### src/rtl/fp_operand_align.sv
// fp_operand_align
//
// Operand pre-alignment stage for the single-precision add/subtract path.
// Accepts two IEEE-754 operands, picks the larger magnitude, unpacks both
// mantissas and right-shifts the smaller one (one bit per cycle, with a
// sticky bit) until both operands share the larger exponent.
//
// Ports:
//   CLK             clock, rising edge
//   nRST            synchronous active-low reset
//   in_valid        operands valid (accepted only in IDLE)
//   in_ready        high only while IDLE
//   floating_point1 operand 1 (minuend)
//   floating_point2 operand 2 (subtrahend)
//   out_valid       aligned result valid (DONE state)
//   out_ready       consumer accepts the result
//   cmp_out         1 iff |fp1| < |fp2|
//   sign1, sign2    captured sign bits of fp1 / fp2
//   exp_max         effective exponent of the larger operand
//   frac_large      {hidden, frac, G, R, S} of the larger operand
//   frac_small      aligned {hidden, frac, G, R, S} of the smaller operand

module fp_operand_align #(
  parameter int SHIFT_LIMIT = 27
) (
  input  logic        CLK,
  input  logic        nRST,
  input  logic        in_valid,
  output logic        in_ready,
  input  logic [31:0] floating_point1,
  input  logic [31:0] floating_point2,
  output logic        out_valid,
  input  logic        out_ready,
  output logic        cmp_out,
  output logic        sign1,
  output logic        sign2,
  output logic [7:0]  exp_max,
  output logic [26:0] frac_large,
  output logic [26:0] frac_small
);

  typedef enum logic [1:0] {IDLE, CMP, SHIFT, DONE} state_t;

  // Widened so a limit above 255 simply never triggers saturation.
  localparam logic [8:0] LIMIT = 9'(SHIFT_LIMIT);

  state_t      state;
  state_t      state_next;
  logic [31:0] op1;
  logic [31:0] op2;
  logic [7:0]  count;

  logic        hid1, hid2;
  logic [7:0]  eff1, eff2;
  logic [26:0] mant1, mant2;
  logic        op1_lt;
  logic [7:0]  eff_large, eff_small;
  logic [26:0] mant_large, mant_small;
  logic [7:0]  diff;
  logic        saturate;

  // Denormals have no hidden bit but share the exponent-1 scale, so both the
  // comparison and the shift distance use the effective exponent.
  always_comb begin
    hid1       = |op1[30:23];
    hid2       = |op2[30:23];
    eff1       = hid1 ? op1[30:23] : 8'd1;
    eff2       = hid2 ? op2[30:23] : 8'd1;
    mant1      = {hid1, op1[22:0], 3'b000};
    mant2      = {hid2, op2[22:0], 3'b000};
    op1_lt     = {eff1, hid1, op1[22:0]} < {eff2, hid2, op2[22:0]};
    eff_large  = op1_lt ? eff2 : eff1;
    eff_small  = op1_lt ? eff1 : eff2;
    mant_large = op1_lt ? mant2 : mant1;
    mant_small = op1_lt ? mant1 : mant2;
    diff       = eff_large - eff_small;
    saturate   = {1'b0, diff} >= LIMIT;
  end

  // Next-state logic. The shift counter is loaded with d >= 1 on entry to
  // SHIFT, so reaching 1 means the current shift is the last one.
  always_comb begin
    state_next = state;
    case (state)
      IDLE:    if (in_valid) state_next = CMP;
      CMP:     state_next = (diff == 8'd0 || saturate) ? DONE : SHIFT;
      SHIFT:   if (count == 8'd1) state_next = DONE;
      DONE:    if (out_ready) state_next = IDLE;
      default: state_next = IDLE;
    endcase
  end

  assign in_ready  = (state == IDLE);
  assign out_valid = (state == DONE);

  // Datapath registers. Results are written once in CMP; only frac_small
  // moves afterwards, and only while in SHIFT.
  always_ff @(posedge CLK) begin
    if (!nRST) begin
      state      <= IDLE;
      op1        <= '0;
      op2        <= '0;
      count      <= '0;
      cmp_out    <= 1'b0;
      sign1      <= 1'b0;
      sign2      <= 1'b0;
      exp_max    <= '0;
      frac_large <= '0;
      frac_small <= '0;
    end else begin
      state <= state_next;
      case (state)
        IDLE: begin
          if (in_valid) begin
            op1 <= floating_point1;
            op2 <= floating_point2;
          end
        end
        CMP: begin
          cmp_out    <= op1_lt;
          sign1      <= op1[31];
          sign2      <= op2[31];
          exp_max    <= eff_large;
          frac_large <= mant_large;
          // A distance this large would shift everything into sticky anyway.
          frac_small <= saturate ? {26'b0, |mant_small} : mant_small;
          count      <= diff;
        end
        SHIFT: begin
          // Bit 0 accumulates everything shifted past the round position.
          frac_small <= {1'b0, frac_small[26:2], frac_small[1] | frac_small[0]};
          count      <= count - 8'd1;
        end
        default: begin
        end
      endcase
    end
  end

endmodule
### config.mk
export PLATFORM = sky130hd
export DESIGN_NAME = fp_operand_align
export DESIGN_NICKNAME = d
export VERILOG_FILES = /design/src/rtl/fp_operand_align.sv
export SDC_FILE = /design/constraint.sdc
export NUM_CORES = 1
export LEC_CHECK = 0
export ABC_AREA = 1
export CAP_MARGIN = 0
export CORE_UTILIZATION = 30
export CTS_CLUSTER_DIAMETER = 80
export CTS_CLUSTER_SIZE = 12
export DETAILED_ROUTE_END_ITERATION = 8
export GPL_ROUTABILITY_DRIVEN = 0
export PLACE_DENSITY = 0.5
export REMOVE_ABC_BUFFERS = 1
export SKIP_CTS_REPAIR_TIMING = 1
export SYNTH_ARGS = -nofsm -noshare
export SYNTH_HDL_FRONTEND = slang
export SYNTH_SLANG_ARGS = --single-unit
### constraint.sdc
create_clock -name CLK -period 8.4 [get_ports CLK]
set_clock_uncertainty 0.05 [all_clocks]
set_input_delay 0.84 -clock CLK [delete_from_list [all_inputs] [get_ports CLK]]
set_output_delay 0.84 -clock CLK [all_outputs]
set_load 0.02 [all_outputs]
==> impl_metrics.json <==
{
  "crit_path_top_delay_cell": "nand2_4",
  "cp_common_cell": "nand2_1",
  "vdd_ir_drop_max_v": 0.000295,
  "tns_ns": 0,
  "fp.dieW_microns": 157,
  "h-tree-depth": 4,
  "yosysUniqueCellTypes": 35,
  "fin_crit_sh_pct": 51.8,
  "drive_above_1_share_pct": 7.54,
  "dr.pass1.iters": 5,
  "use_met2_pct": 29.3,
  "drv_slew": 0,
  "drtIter0Drc": 431,
  "path_buf_inv": 3,
  "grt.busiest_layer": "met2",
  "ys_seq_elements": 136,
  "antenna_found_initial": 0,
  "vias": 6890,
  "hpwl_microns": 15200,
  "grt_pass1_wl_microns": 35000,
  "fin_crit_ns": 4.35,
  "synthMuxAreaShare_pct": 0,
  "worstSetupPathDepth": 20,
  "ios": 135,
  "cts-root-buf": "clkbuf_16",
  "utilization_pct": 39.8,
  "die_h_microns": 157,
  "syn_area_per_cell_sq_um": 7.04,
  "grt_max_degree": 87,
  "critPathMaxFanout": 86,
  "synth-simple-area-share_pct": 21.2,
  "wire_per_inst_microns": 15.1,
  "timing.hold.ws_ns": 0.416,
  "grt_pass1_vias": 6627,
  "ant_nets": 0,
  "p_sw_share_pct": 48.2,
  "use_met3_pct": 4.85,
  "fmax_ghz": 0.230,
  "preCtsSetupSlack_ns": 4.02,
  "cts_made_buffers": 17,
  "cp_data_arrival_time_ns": 4.59,
  "p_comb_share_pct": 56.4,
  "drc_errors": 0,
  "leakage_nw": 3.82,
  "start_kind": "flip-flop",
  "synth_area_sq_um": 7240,
  "endpoint_kind": "flip-flop",
  "synth_top_family_by_area": "compound AO/OA/AOI/OAI gates",
  "synth-adder-area-share_pct": 6.40,
  "tightest_slew_ns": 0.964,
  "num_rows": 56,
  "cp_top_family": "simple AND/OR/NAND/NOR gates",
  "crit_chain": "nor4_1, nand2_1, ha_1, nand2_1, nor2_1, nand2_1, a21oi_1, nor2_4, nand2_4, inv_2, o21ai_1, nand3_1, nand2_1, inv_1, nand4_1, nand2_1, inv_2, nand3_1, nand2_1, a21oi_1",
  "initial_utilization_pct": 30.7,
  "power.internal_w": 0.00220,
  "worst-setup-path-type": "reg -> reg",
  "max_stage_delay_ns": 0.58,
  "synth_compound_area_share_pct": 25.0,
  "synthCells": 1028,
  "routed_wl_microns": 21900,
  "clockBufferDepth": 2,
  "yosys_warnings": 0,
  "insertion_delay_ns": 0.41,
  "grt_overflow": 0,
  "min_path_type": "reg -> reg",
  "nets": 1220,
  "finalWorstSetupSlack_ns": 4.05,
  "max-slew-margin-rel_pct": 35.7,
  "cap_violations": 0,
  "critPathRequiredTime_ns": 8.64,
  "core_sq_um": 23500,
  "antenna_cells": 0,
  "p_seq_share_pct": 23.3,
  "avgViaCountPerCell": 4.76,
  "holdPathStages": 2,
  "rr_worst_depth": 20,
  "clk_pin_slew_ns": 0.06,
  "area.growth.synth_to_final_pct": 29.6,
  "ys_seq_area_share_pct": 37.6,
  "cts_sinks": 136,
  "p_per_area_nw_per_um2": 454,
  "clkPwrFrac_pct": 20.2,
  "synth_xor_xnor_area_share_pct": 0,
  "die_area_sq_um": 24800,
  "outcome": "complete, no violations",
  "rsz0062_at_grt": "no",
  "switchingPower_w": 0.00205,
  "setup_viol": 0,
  "met1_usage_pct": 24.4,
  "hold_viol": 0,
  "track_usage_pct": 18.3,
  "port_buffers": 131,
  "cts_tree": "done"
}
power by group through the flow:
stage	Sequential (W)	Combinational, W	Clock [W]
2_1_floorplan	0.00109	0.00154	0
3_3_place_gp	0.00101	0.00241	0
3_5_place_dp	0.00101	0.00242	0
4_1_cts	0.000994	0.00243	0.000882
5_1_grt	0.00102	0.00272	0.000911
6_report	0.000993	0.00240	0.000861
layout make-up:
cell class / count / area, sq um
fill: 2553 / 14200
sequential: 136 / 2720
tap: 319 / 399
timing repair buffer: 138 / 1360
clock buffer: 22 / 494
multi-input combinational: 719 / 3830
clock inverter: 10 / 188
inverter: 103 / 387
cells in the final DEF, fill, tap and decap left out, types with 7 or more instances in the layout:
cell,count
buf_4,7
clkbuf_16,17
a21oi_1,151
a21oi_2,10
nand3_2,12
dfxtp_1,136
nor2_1,86
ha_1,36
nand2_2,7
o211ai_1,17
clkdlybuf4s50_1,130
nand2_1,158
nand3_1,32
inv_1,95
nor3_1,8
nand4_1,20
o21ai_0,152
layer usage:
metal  vias to the layer above  part of all wire [%]
li1                       3621                     -
met1                      3121                    49
met2                       136                    45
met3                        12                   5.6
met4                         0                  0.94
met5                         -                     0
state kept, by name (all words and copies together), names as in the netlist:
signal / cells
op1: 32
op2: 32
frac_small: 27
frac_large: 24
count: 8
exp_max: 8
state: 2
cmp_out: 1
sign1: 1
sign2: 1
synthesized netlist by cell type:
master | number | area [sq um]
buf_4 | 4 | 30.0
clkinv_1 | 3 | 11.3
nand2_2 | 7 | 43.8
nor2_4 | 1 | 11.3
nor3b_2 | 1 | 12.5
ha_1 | 37 | 463
a221oi_1 | 1 | 8.76
clkbuf_1 | 54 | 203
nor3_1 | 8 | 40.0
nor2_1 | 86 | 323
nand4_1 | 20 | 125
o21ai_0 | 152 | 761
nand2_4 | 3 | 33.8
nor2_2 | 2 | 12.5
a21oi_1 | 151 | 756
a21oi_2 | 10 | 87.6
a2111oi_0 | 1 | 8.76
o21a_1 | 2 | 15.0
inv_2 | 5 | 18.8
buf_1 | 4 | 15.0
inv_1 | 95 | 357
conb_1 | 1 | 3.75
buf_6 | 3 | 33.8
nand4_2 | 1 | 12.5
o22ai_1 | 1 | 6.26
nor2_8 | 1 | 20.0
a31oi_1 | 3 | 18.8
nand2_1 | 159 | 597
nor4_1 | 4 | 25.0
nand3_2 | 12 | 120
o211ai_1 | 17 | 128
o21ai_1 | 4 | 20.0
buf_2 | 7 | 35.0
dfxtp_1 | 136 | 2720
nand3_1 | 32 | 160
path summary, 6_finish.rpt:
kind | from | to | slack (ns)
worst max-delay path | op1[27] | state[0] | 4.05
worst max register to register | op1[27] | state[0] | 4.05
worst min register to register | frac_large[13] | frac_large[13] | 0.42
worst min-delay path | frac_large[13] | frac_large[13] | 0.42
kinds of logic after synthesis:
group | after synthesis
buffers and inverters | 175
adders and majority gates | 37
AOI/OAI and AO/OA | 342
and+or+nand+nor | 337
other | 1
DFF | 136
stage by stage:
step	instances	instance area (sq um)	total power, W
floorplan	958	6930	0.00262
global placement	1415	8700	0.00341
detailed placement	1415	8700	0.00342
CTS	1447	9380	0.00430
global route	1447	9380	0.00465
finish	1447	9380	0.00426
worst register-to-register path: cells and delay by family (launching register included):
family | cells | cell delay [ns]
flops | 1 | 0.36
compound gates | 3 | 0.57
buf+inv | 3 | 0.94
simple gates | 13 | 1.95
fa+ha+maj | 1 | 0.32
(Power assumes the default switching activity.)
